--- src/rtl/gpio_bus_regs.sv ---
// CPU-facing register bank for gpio_one_port: direction/output registers,
// pin synchroniser, per-pin edge detection into sticky status, and a level IRQ.
module gpio_bus_regs #(
    parameter int N     = 15,
    parameter int BUS_W = 32
) (
    input  logic             i_clk,
    input  logic             i_rst,
    input  logic [2:0]       i_addr,
    input  logic             i_we,
    input  logic             i_re,
    input  logic [BUS_W-1:0] i_wdata,
    output logic [BUS_W-1:0] o_rdata,
    output logic [N:0]       o_data_dir,
    output logic [N:0]       o_data_transmit,
    input  logic [N:0]       i_data_received,
    output logic             o_irq
);
    localparam logic [2:0] A_DIR      = 3'd0;
    localparam logic [2:0] A_OUT      = 3'd1;
    localparam logic [2:0] A_IN       = 3'd2;
    localparam logic [2:0] A_OUT_SET  = 3'd3;
    localparam logic [2:0] A_OUT_CLR  = 3'd4;
    localparam logic [2:0] A_IRQ_EN   = 3'd5;
    localparam logic [2:0] A_IRQ_POL  = 3'd6;
    localparam logic [2:0] A_IRQ_STAT = 3'd7;

    logic [N:0]       r_dir, r_out, r_irq_en, r_irq_pol, r_irq_stat;
    logic [N:0]       r_s1, r_s2, r_s3;
    logic [1:0]       r_arm_cnt;
    logic [BUS_W-1:0] r_rdata;
    logic             r_irq;

    logic [N:0]       w_wd, w_hit, w_clr;
    logic [BUS_W-1:0] w_rd_mux;
    logic             w_armed;
    logic             w_unused;

    // Bits of i_wdata above N are architecturally ignored.
    assign w_wd     = i_wdata[N:0];
    assign w_unused = ^i_wdata;
    assign w_armed  = (r_arm_cnt == 2'd3);
    assign w_clr    = (i_we && i_addr == A_IRQ_STAT) ? w_wd : '0;

    // Only input pins can raise status, and only once the synchroniser has filled.
    generate
        for (genvar gi = 0; gi <= N; gi++) begin : g_edge
            assign w_hit[gi] = (r_irq_pol[gi] ? (r_s2[gi] & ~r_s3[gi])
                                              : (~r_s2[gi] & r_s3[gi]))
                               & ~r_dir[gi] & w_armed;
        end
    endgenerate

    always_comb begin
        w_rd_mux = '0;
        case (i_addr)
            A_DIR:      w_rd_mux[N:0] = r_dir;
            A_OUT:      w_rd_mux[N:0] = r_out;
            A_IN:       w_rd_mux[N:0] = r_s2;
            A_IRQ_EN:   w_rd_mux[N:0] = r_irq_en;
            A_IRQ_POL:  w_rd_mux[N:0] = r_irq_pol;
            A_IRQ_STAT: w_rd_mux[N:0] = r_irq_stat;
            default:    w_rd_mux      = '0;
        endcase
    end

    always_ff @(posedge i_clk) begin
        if (i_rst) begin
            r_dir      <= '0;
            r_out      <= '0;
            r_irq_en   <= '0;
            r_irq_pol  <= '0;
            r_irq_stat <= '0;
            r_s1       <= '0;
            r_s2       <= '0;
            r_s3       <= '0;
            r_arm_cnt  <= '0;
            r_rdata    <= '0;
            r_irq      <= 1'b0;
        end else begin
            r_s1 <= i_data_received;
            r_s2 <= r_s1;
            r_s3 <= r_s2;
            if (r_arm_cnt != 2'd3) begin
                r_arm_cnt <= r_arm_cnt + 2'd1;
            end
            if (i_we) begin
                case (i_addr)
                    A_DIR:     r_dir     <= w_wd;
                    A_OUT:     r_out     <= w_wd;
                    A_OUT_SET: r_out     <= r_out | w_wd;
                    A_OUT_CLR: r_out     <= r_out & ~w_wd;
                    A_IRQ_EN:  r_irq_en  <= w_wd;
                    A_IRQ_POL: r_irq_pol <= w_wd;
                    default:   ;
                endcase
            end
            // A new hit overrides a simultaneous write-1-to-clear.
            r_irq_stat <= (r_irq_stat & ~w_clr) | w_hit;
            r_irq      <= |(r_irq_stat & r_irq_en);
            if (i_re) begin
                r_rdata <= w_rd_mux;
            end
        end
    end

    assign o_rdata         = r_rdata;
    assign o_data_dir      = r_dir;
    assign o_data_transmit = r_out;
    assign o_irq           = r_irq;
endmodule

--- config.mk ---
export PLATFORM = sky130hd
export DESIGN_NAME = gpio_bus_regs
export DESIGN_NICKNAME = d
export VERILOG_FILES = /design/src/rtl/gpio_bus_regs.sv
export SDC_FILE = /design/constraint.sdc
export NUM_CORES = 1
export LEC_CHECK = 0
export ABC_AREA = 1
export BUFFER_PORTS_ARGS = -buffer_cell sky130_fd_sc_hd__buf_2
export CAP_MARGIN = 20
export CORE_ASPECT_RATIO = 0.75
export CORE_UTILIZATION = 25
export CTS_CLUSTER_SIZE = 16
export DETAILED_ROUTE_END_ITERATION = 10
export GPL_ROUTABILITY_DRIVEN = 0
export GPL_TIMING_DRIVEN = 1
export PLACE_DENSITY = 0.49
export SLEW_MARGIN = 20
export SYNTH_ARGS = -nofsm -noshare
export SYNTH_HDL_FRONTEND = slang
export SYNTH_SLANG_ARGS = --single-unit
--- constraint.sdc ---
create_clock -name i_clk -period 2.1 [get_ports i_clk]
set_input_delay 0.21 -clock i_clk [delete_from_list [all_inputs] [get_ports i_clk]]
set_output_delay 0.21 -clock i_clk [all_outputs]
set_load 0.01 [all_outputs]
* Yosys cells after proc, flatten, opt, wreduce, memory -nomap -nowiden
Cells that the tools add are included.
** Storage, ports and cells
- Register bits :: 147
- Bits of input ports :: 55
- Output and inout bits :: 65
- Word-level logic and storage cells :: 167
** Cells by class
- Add/sub/neg operators :: 1
- Equality and inequality tests :: 9
- Multiplexer cells :: 19
- Bitwise gates (word level) :: 119
- Reduce and logical (&&, ||, !) cells :: 8
** Operator list (number)
- case mux 16 bit (6 select lines) :: 1
- bitwise AND 1 bit :: 64
- bitwise AND 16 bit :: 3
- inverter 1 bit :: 48
- case mux 16 bit (3 select lines) :: 1
- inverter 16 bit :: 2
- bitwise OR 16 bit :: 2
- two-way mux 1 bit :: 16
- two-way mux 16 bit :: 1
- OR reduction 16 bit :: 1
- == test 3 bit (second input constant) :: 4
- AND reduction 2 bit :: 4
- == test 3 x 2 -> 1 bit (second input constant) :: 2
- == test 3 x 1 -> 1 bit (second input constant) :: 1
- logical NOT 3 bit :: 1
- nonzero test 3 bit :: 1
- adder 2 x 1 -> 2 bit (second input constant) :: 1
- == test 2 bit (second input constant) :: 1
- != test 2 bit (second input constant) :: 1
- logical AND 1 bit :: 1

* Depth between registers and ports, before layout
Gate-level depths: netlist of the first run.
- Depth after elaboration :: 6
- Gate-level depth with buffers :: 11
- Gate-level depth less buffers :: 9

* Worst setup path after synthesis of the first run
No wires, ideal clock.
- Path kind :: register to register
- From :: reg r_arm_cnt[0]
- To :: reg r_irq_stat[10]
- Arrival time :: 1.214 ns
- Setup slack :: 0.815 ns
- Cell stages (with the launch flop) :: 7
- Period minus slack after synthesis :: 1.285 ns
- Cells stage by stage :: dfxtp_1 -> ha_1 -> clkinv_1 -> clkbuf_1 -> a21oi_1 -> nand3_1 -> a21oi_1
** On the way
- Cells in the longest elaborated chain, start to end :: 3
** RTL lines
- from (decl) :: line 30 : logic [1:0] r_arm_cnt;
- from (signal assigned) :: line 85 : r_arm_cnt <= r_arm_cnt + 2'd1;
- == test 2 bit :: line 42 : assign w_armed = (r_arm_cnt == 2'd3);
- bitwise AND 1 bit :: line 50 : & ~r_dir[gi] & w_armed;
- bitwise OR 16 bit :: line 99 : r_irq_stat <= (r_irq_stat & ~w_clr) | w_hit;
- to (signal assigned) :: line 99
- to (decl) :: line 28 : logic [N:0] r_dir, r_out, r_irq_en, r_irq_pol, r_irq_stat;
Every way passes these cells.
A chain may end at the register's enable or synchronous reset.

* Final worst setup path of the first run
- From :: in i_addr[2]
- To :: reg r_out[12] (netlist: o_data_transmit[12])
** On the way
- Cells in the longest elaborated chain, start to end :: 3
- Elaborated cells on any way between the ends :: 6
** RTL lines
- from (decl) :: line 9 : input logic [2:0] i_addr,
- == test 3 bit, or another cell as far along :: line 88 : case (i_addr)
- nonzero test 3 bit (no source line)
- AND reduction 2 bit (no source line)
- to (signal assigned) :: line 90 : A_OUT: r_out <= w_wd;
- to (signal assigned) :: line 91 : A_OUT_SET: r_out <= r_out | w_wd;
- to (signal assigned) :: line 92 : A_OUT_CLR: r_out <= r_out & ~w_wd;
- to (decl) :: line 28
Several ways; a longest one is shown, not always the timed one.

==> run metrics, run 1 <==
minimum clock period after layout=roughly 1.4 ns; reg2reg start=r_arm_cnt[0]$_SDFFE_PP0N_; Antenna Violating Nets Remaining=0; CTS resizes=0; Die ar.=between 20000 and 30000 sq um; Slew HR=a little over half; global-route wire length before repair=about 35000 microns; Worst Hold Slack=between 0.08 and 0.09 ns; total global-route track usage=roughly 17%; die width=between 150 and 200 microns; clock skew=between 0.007 and 0.008 ns; port buffer count=87; commonest cells after routing, fill and taps aside=nand2_1, dfxtp_1, inv_1, nor2_1; pwr/cell area=793 nW/um^2; clock transition at the registers of the reported paths=~0.07 ns; 1st-pass router iterations=8; antenna cell count=0; Slew Limit Fails=0; die height=roughly 150 microns; share of the synthesized area in the top cell type=between 40% and 50%; largest net degree at the start of global routing=40; RSZ-0062 raised after global routing=no; failing checks=design-rule violations; HPWL Detailed=~16000 microns; starting density of the core=around 26%; Core Box Area=roughly 26000 sq um; Worst Setup Start Kind=input port; Area contributors post-synth=dfxtp_1, nand2_1, inv_1; critical path startpoint=i_addr[2]; Power Total=~0.0067 W; H-Tree Depth=4; Post-Route WL=between 20000 and 25000 microns; Remaining DRCs=10; CTS tree=built; antenna violations before repair=0; Synth area leader=dfxtp_1; DR vias=6710; synthesis-to-finish area growth=23.6%; critical path fanouts, max=16; # rows=51; Seq cells post-synth=around 150; critical path class=in -> reg; Top Ports=120; initial DRC count=530; Least-Margin Pin Slew=between 0.6 and 0.7 ns; TNS Setup=0 ns; CP Data Arrival Time=roughly 1.7 ns; Seq/Total Area, Yosys=a little over two fifths; Clk Latency, worst-skew pair=roughly 0.44 ns; worst vdd rail ir drop=0.589 mV; Synth Cell Area=6830 sq um; max_cap viols=0; worst hold-check path type=in -> reg; synth warn=0; root buffer cell=clkbuf_16; # hold bufs at CTS=16; TritonCTS Buffers=17; CTS sink cnt=about 150; Max Clk Rate=~730 MHz; WP data required=2.47 ns; final core occ=a little under a third; share of post-route cells with drive strength above 1=between 15 and 20%; status=complete, but fails checks; CP Capture Type=flip-flop; Hold Fails Final Rpt=0; number of global-route vias before repair=between 6000 and 7000; commonest non-fill, non-tap cell in the layout=nand2_1; post-CTS setup buffer count=0; hold path start=i_wdata[15]; WL/cell=between 15 and 20 microns; vias per cell=4.70; Final setup viols=0; total grt overflow=0; maximum clock insertion buffer count=2; Synth Area per Inst=about 7 sq um; final period utilization=about two thirds; Leak=3.59 nW; final net count=1128; Post-Syn Instances=approximately 1000; Cell variety after synth=27
==> logic make-up (layout without fill, tap and decap cells) <==
logic type	count (synthesis)	count (layout)	synth area share, %
flip-flops	147	147	43.1
adder cells (fa/ha/maj)	1	1	0.183
XOR/XNOR	1	1	0.128
other	1	16	0.0549
AND/OR/NAND/NOR	446	446	29.3
buffers and inverters	200	296	12.5
AO/OA/AOI/OAI	178	178	14.8
==> where the power goes <==
group | internal (W) | switching (W) | total [W]
combinational | 0.000223 | 0.000440 | 0.000663
clock | 0.00170 | 0.00137 | 0.00307
sequential | 0.00289 | 0.0000739 | 0.00296
==> layout make-up <==
| type | instances | area, sq um |
|---|---|---|
| Timing Repair Buffer | 140 | 926 |
| Tap cell | 344 | 430 |
| Inverter | 124 | 465 |
| Sequential cell | 147 | 2940 |
| Fill cell | 2918 | 18000 |
| Clock inverter | 14 | 145 |
| Multi-Input combinational cell | 642 | 3090 |
| Clock buffer | 18 | 439 |
==> worst max-delay path, stage by stage <==
cell      delay (ns)
buf_2           0.18
inv_2           0.23
nand3_1         0.29
a21boi_4        0.57
nand2_1         0.10
a21oi_1         0.15
==> state kept, by name, summed over array words and instances (netlist names) <==
name             cells
o_data_transmit     16
o_rdata             16
r_irq_pol           16
r_irq_en            16
r_s3                16
o_irq                1
r_s1                16
r_s2                16
r_arm_cnt            2
o_data_dir          16
r_irq_stat          16
==> cell usage after synthesis <==
cell and number:
nand2_2 3, conb_1 1, or2_1 10, or2_2 2
inv_1 120, nand4_2 1, buf_1 2, ha_1 1
xor2_1 1, nand3_1 86, a211oi_1 36, nand4_1 57
a22o_1 3, inv_2 3, buf_2 18, nor2_1 116
dfxtp_1 147, nor2_4 4, buf_4 19, nand2_1 167
buf_6 1, clkinv_1 1, o22ai_1 1, o21ai_0 52
clkbuf_1 36, a21boi_4 1, a21oi_1 85
==> final timing paths <==
path                            cells after the start  slack, ns                          endpoint
worst max-delay path                                6       0.73  o_data_transmit[12]$_SDFFE_PP0P_
worst min-delay path                                3       0.09       o_data_dir[15]$_SDFFE_PP0P_
worst max register to register                      6       0.77          r_irq_stat[1]$_SDFF_PP0_
worst min register to register                      2       0.40                r_s2[7]$_SDFF_PP0_
==> metal layers <==
metal / vias to the layer above / global-route usage, % / part of all wire, %
met5: - / 0 / 0
met4: 0 / 5.75 / 1.6
met3: 24 / 3.56 / 5.4
met2: 174 / 23.2 / 42
met1: 3150 / 24.7 / 51
li1: 3362 / - / -
==> through the flow <==
stage / std cells / instance area (sq um) / setup slack (ns)
floorplan: 989 / 6880 / 0.815
global placement: 1381 / 7690 / 0.345
detailed placement: 1381 / 7690 / 0.308
CTS: 1429 / 8440 / 0.767
global route: 1429 / 8440 / 0.567
finish: 1429 / 8440 / 0.731
Power figures use the tool's default switching activity.
==> run 2, diff against run 1 <==
- clock period: 2.1 -> 1.4 ns (I/O delays scaled with it)
==> run 2 against run 1 <==
The flow still finishes with violations (design-rule violations). Cell count rose by 1.2%. Design area rose by 1.9%. Register-to-register slack got worse by 0.64 ns. Via count barely moved. Critical endpoint is now r_irq_stat[8]$_SDFF_PP0_.
==> run metrics, run 2 (synthesis gave the netlist of run 1 again) <==
status=complete, but fails checks; failing checks=design-rule violations; starting density of the core=around 26%; Die ar.=roughly 28000 sq um; largest net degree at the start of global routing=43; Post-Route WL=between 20000 and 25000 microns; CTS sink cnt=147; max_cap viols=0; vias per cell=roughly 4.6; 1st-pass router iterations=9; antenna violations before repair=0; minimum clock period after layout=1.27 ns; commonest cells after routing, fill and taps aside=nand2_1, dfxtp_1, inv_1, nor2_1; pre-CTS WS=-0.0288 ns; Leak=3.66 nW; HPWL Detailed=16400 microns; critical path fanouts, max=6; Core Box Area=between 20000 and 30000 sq um; maximum clock insertion buffer count=2; CP Capture Type=flip-flop; Top Ports=120; share of post-route cells with drive strength above 1=approximately 17%; die width=slightly below 200 microns; DR vias=around 6700; worst vdd rail ir drop=approximately 0.85 mV; Antenna Violating Nets Remaining=0; hold path start=i_re; post-CTS setup buffer count=0; Hold Fails Final Rpt=0; Final setup viols=0; die height=145 microns; Remaining DRCs=10; final period utilization=about nine tenths; critical path startpoint=r_arm_cnt[0]$_SDFFE_PP0N_; port buffer count=87; # rows=just over 50; global-route wire length before repair=36300 microns; commonest non-fill, non-tap cell in the layout=nand2_1; Worst Setup Start Kind=flip-flop; synthesis-to-finish area growth=25.9%; cell count of the worst reg-to-reg path=6; clock transition at the registers of the reported paths=0.06 ns; total grt overflow=0; final net count=1145; Slew Limit Fails=0; antenna cell count=0; worst hold-check path type=in -> reg; clock skew=around 0.0075 ns; reg2reg start=r_arm_cnt[0]$_SDFFE_PP0N_; initial DRC count=650; fin worst setup slack=between 0.1 and 0.15 ns; pwr/cell area=between 1000 and 1500 nW/um^2; Clk Latency, worst-skew pair=0.42 ns; Power Total=about 0.0099 W; total global-route track usage=16.9%; number of global-route vias before repair=around 6500; Max Clk Rate=between 700 and 800 MHz; H-Tree Depth=4; final core occ=between 30 and 40%; CP Data Arrival Time=1.63 ns; WL/cell=about 16 microns; root buffer cell=clkbuf_16; WHS Path Cells=4; CTS tree=built; TritonCTS Buffers=17; WP data required=1.75 ns; critical path class=reg -> reg
-- run 2: layout make-up --
| cell class | instances | area [sq um] |
|---|---|---|
| tap | 344 | 430 |
| sequential | 147 | 2940 |
| fill | 2897 | 17800 |
| clock buffer | 20 | 447 |
| timing repair buffer | 157 | 1110 |
| clock inverter | 12 | 110 |
| multi-input combinational | 642 | 3090 |
| inverter | 124 | 465 |
-- run 2: worst paths after layout --
kind / end / slack, ns
setup reg to reg: r_irq_stat[8]$_SDFF_PP0_ / 0.13
hold reg to reg: r_s2[3]$_SDFF_PP0_ / 0.40
hold / removal: o_rdata[15]$_SDFFE_PP0P_ / 0.02
setup / recovery: r_irq_stat[8]$_SDFF_PP0_ / 0.13
-- run 2: repair_timing --
action                                 CTS  global route
endpoints found under the hold margin   16             0
setup endpoints to repair                0            12
gates resized for setup                  0             3
hold buffers                            16             0
-- run 2: layer usage --
layer | track usage [%] | vias to the layer above | routed length, microns
li1 | - | 3396 | -
met1 | 25.4 | 3131 | 11700
met2 | 24.2 | 165 | 9430
met3 | 3.10 | 15 | 1290
met4 | 4.92 | 0 | 292
met5 | 0 | - | 0
-- run 2: through the flow --
step	area [sq um]	setup TNS (ns)	std cells	hold WS (ns)
CTS	8590	0	1446	0.0143
finish	8600	0	1446	0.0204
global route	8600	-0.00776	1446	0.0313
global placement	7870	-0.0136	1398	0.342
floorplan	6880	0	989	0.247
detailed placement	7870	-0.0525	1398	0.347
-- run 2: power by group --
part / switching [W] / internal, W
registers: 0.000109 / 0.00433
logic: 0.000672 / 0.000385
clock network: 0.00188 / 0.00249
-- run 2: worst max-delay path: stages (launching register included) --
cell	delay (ns)
dfxtp_2	0.34
ha_2	0.20
clkinv_1	0.10
buf_4	0.18
a21oi_1	0.12
nand3_1	0.11
a21oi_1	0.16
==> run 3, diff against run 2 <==
- CORE_ASPECT_RATIO: 0.75 -> default
- CORE_MARGIN: default -> 5
- CTS_CLUSTER_SIZE: 16 -> 28
==> run 3 against run 2 <==
The flow now finishes without violations. Critical path depth unchanged. Non-clock buffer count fell by 5. Hold slack better by 0.017 ns. Register-to-register slack improved by 0.03 ns. Cell count is 0.55% lower. Setup slack better by 0.027 ns. First-iteration DRC count decreased by 32%. Via count fell by 2.3%. Critical path type unchanged.
==> run metrics, run 3 (synthesis gave the netlist of run 1 again) <==
max_cap viols=0; CP cell instances=ha_2, inv_2, buf_12, a21oi_1, nand3_1, a21oi_1; DR vias=6554; met3 Use GR=~3.1%; global-route wire length before repair=about 36000 microns; hold path start=i_wdata[0]; met2 Use GR=around 22%; Remaining DRCs=0; met1 Track Usage GR=between 20% and 30%; DP Area=~7900 sq um; TritonCTS Buffers=17; clock share of power=roughly 49%; initial DRC count=~440; register-to-register path setup slack=around 0.15 ns; commonest cells after routing, fill and taps aside=nand2_1, dfxtp_1, inv_1, nor2_1; Power Total=around 0.011 W; antenna violations before repair=0; R2R Path End=r_irq_stat[15]$_SDFF_PP0_; clock skew=0.00508 ns; pre-CTS WS=0.0150 ns; clock transition at the registers of the reported paths=~0.070 ns; WP data required=approximately 1.8 ns; most used cell, CP=a21oi_1; port buffer count=between 80 and 90; largest net degree at the start of global routing=50; CTS sink cnt=around 150; # rows=60; total global-route track usage=roughly 15%; reg2reg start=r_arm_cnt[0]$_SDFFE_PP0N_; status=completed; Leak=3.71 nW; Slew Limit Fails=0; Max Clk Rate=around 800 MHz; fillcell total=2910; final net count=roughly 1100; WL/cell=15.5 microns; sw frac=about a quarter; Hold Fails Final Rpt=0; starting density of the core=25.3%; WHS Path Cells=3; CP Data Arrival Time=roughly 1.6 ns; Logic pwr share=roughly a tenth; fin area=between 8000 and 9000 sq um; antenna cell count=0; Top Ports=120; commonest non-fill, non-tap cell in the layout=nand2_1; CTS tree=built; final period utilization=88.9%; synthesis-to-finish area growth=27.4%; total grt overflow=0; vias per cell=about 4.6; critical path's slowest cell=dfxtp_1; Worst Hold Endpoint=r_irq_pol[0]$_SDFFE_PP0P_; minimum clock period after layout=roughly 1.2 ns; critical path class=reg -> reg; H-Tree Depth=4; share of post-route cells with drive strength above 1=16.8%; number of global-route vias before repair=roughly 6400; final core occ=32.3%; die height=between 150 and 200 microns; fin worst setup slack=between 0.15 and 0.2 ns; Post-Layout Cell Count=about 1400; CP Capture Type=flip-flop; HPWL Detailed=about 17000 microns; maximum clock insertion buffer count=2; Switch Pwr=around 0.0027 W; Worst Setup Start Kind=flip-flop; Die ar.=30700 sq um; critical path fanouts, max=16; worst vdd rail ir drop=around 0.8 mV; Flop pwr share=~41%; Core Box Area=27000 sq um; Final setup viols=0; Cells after DPL=between 1000 and 1500; worst hold-check path type=in -> reg; slowest cell delay on critical path=around 0.36 ns; root buffer cell=clkbuf_16; RSZ-0062 raised after global routing=no; Post-Route WL=approximately 22000 microns; Clk Latency, worst-skew pair=roughly 0.42 ns; pwr/cell area=~1200 nW/um^2; internal power=0.00808 W; GR peak layer=met2; 1st-pass router iterations=6; Antenna Violating Nets Remaining=0; cell count of the worst reg-to-reg path=6; die width=roughly 180 microns
[run 3: stage by stage]
step	TNS [ns]	hold WS, ns
2_1_floorplan	0	0.247
3_3_place_gp	-0.00636	0.340
3_5_place_dp	0	0.349
4_1_cts	0	0.0168
5_1_grt	0	0.0399
6_report	0	0.0375
[run 3: per-layer routing]
metal  vias up  wire length (microns)
li1       3387                      -
met1      2958                  11100
met2       177                   9510
met3        32                   1190
met4         0                    489
met5         -                      0
[run 3: how the worst max path moves through the flow]
stage,depth (start not counted),end,start
after detailed placement,11,o_rdata[12]$_SDFFE_PP0P_,i_addr[1]
after global placement,11,o_rdata[12]$_SDFFE_PP0P_,i_addr[1]
after global routing,6,r_irq_stat[9]$_SDFF_PP0_,r_arm_cnt[0]$_SDFFE_PP0N_
after CTS,6,r_irq_stat[15]$_SDFF_PP0_,r_arm_cnt[0]$_SDFFE_PP0N_
final,6,r_irq_stat[15]$_SDFF_PP0_,r_arm_cnt[0]$_SDFFE_PP0N_
after floorplan,6,r_irq_stat[10]$_SDFF_PP0_,r_arm_cnt[0]$_SDFFE_PP0N_
[run 3: critical path: cells and delay by family, from the launching register on]
family | cells | cell delay [ns]
AO/OA/AOI/OAI | 2 | 0.27
adder cells (fa/ha/maj) | 1 | 0.22
buffers and inverters | 2 | 0.21
flip-flops | 1 | 0.36
AND/OR/NAND/NOR | 1 | 0.11
[run 3: layout make-up]
type                            count  area, sq um  share of cell area (%)
Multi-Input combinational cell    642         3090                    35.5
Clock buffer                       17          425                    4.89
Sequential cell                   147         2940                    33.8
Clock inverter                     15          254                    2.92
Tap cell                          341          427                    4.91
Inverter                          124          465                    5.35
Timing Repair Buffer              152         1090                    12.5
[run 3: timing repair]
| action | CTS | global route |
|---|---|---|
| hold buffers | 16 | 0 |
| endpoints found under the setup margin | 0 | 7 |
| buffers inserted | 0 | 0 |
| endpoints found under the hold margin | 16 | 0 |
| gates resized for setup | 0 | 2 |
[run 3: power groups by stage]
stage | sequential [W] | combinational (W) | clock, W
floorplan | 0.00452 | 0.000582 | 0
global placement | 0.00453 | 0.000993 | 0
detailed placement | 0.00453 | 0.00100 | 0
CTS | 0.00444 | 0.00104 | 0.00538
global route | 0.00446 | 0.00116 | 0.00555
finish | 0.00444 | 0.00104 | 0.00528
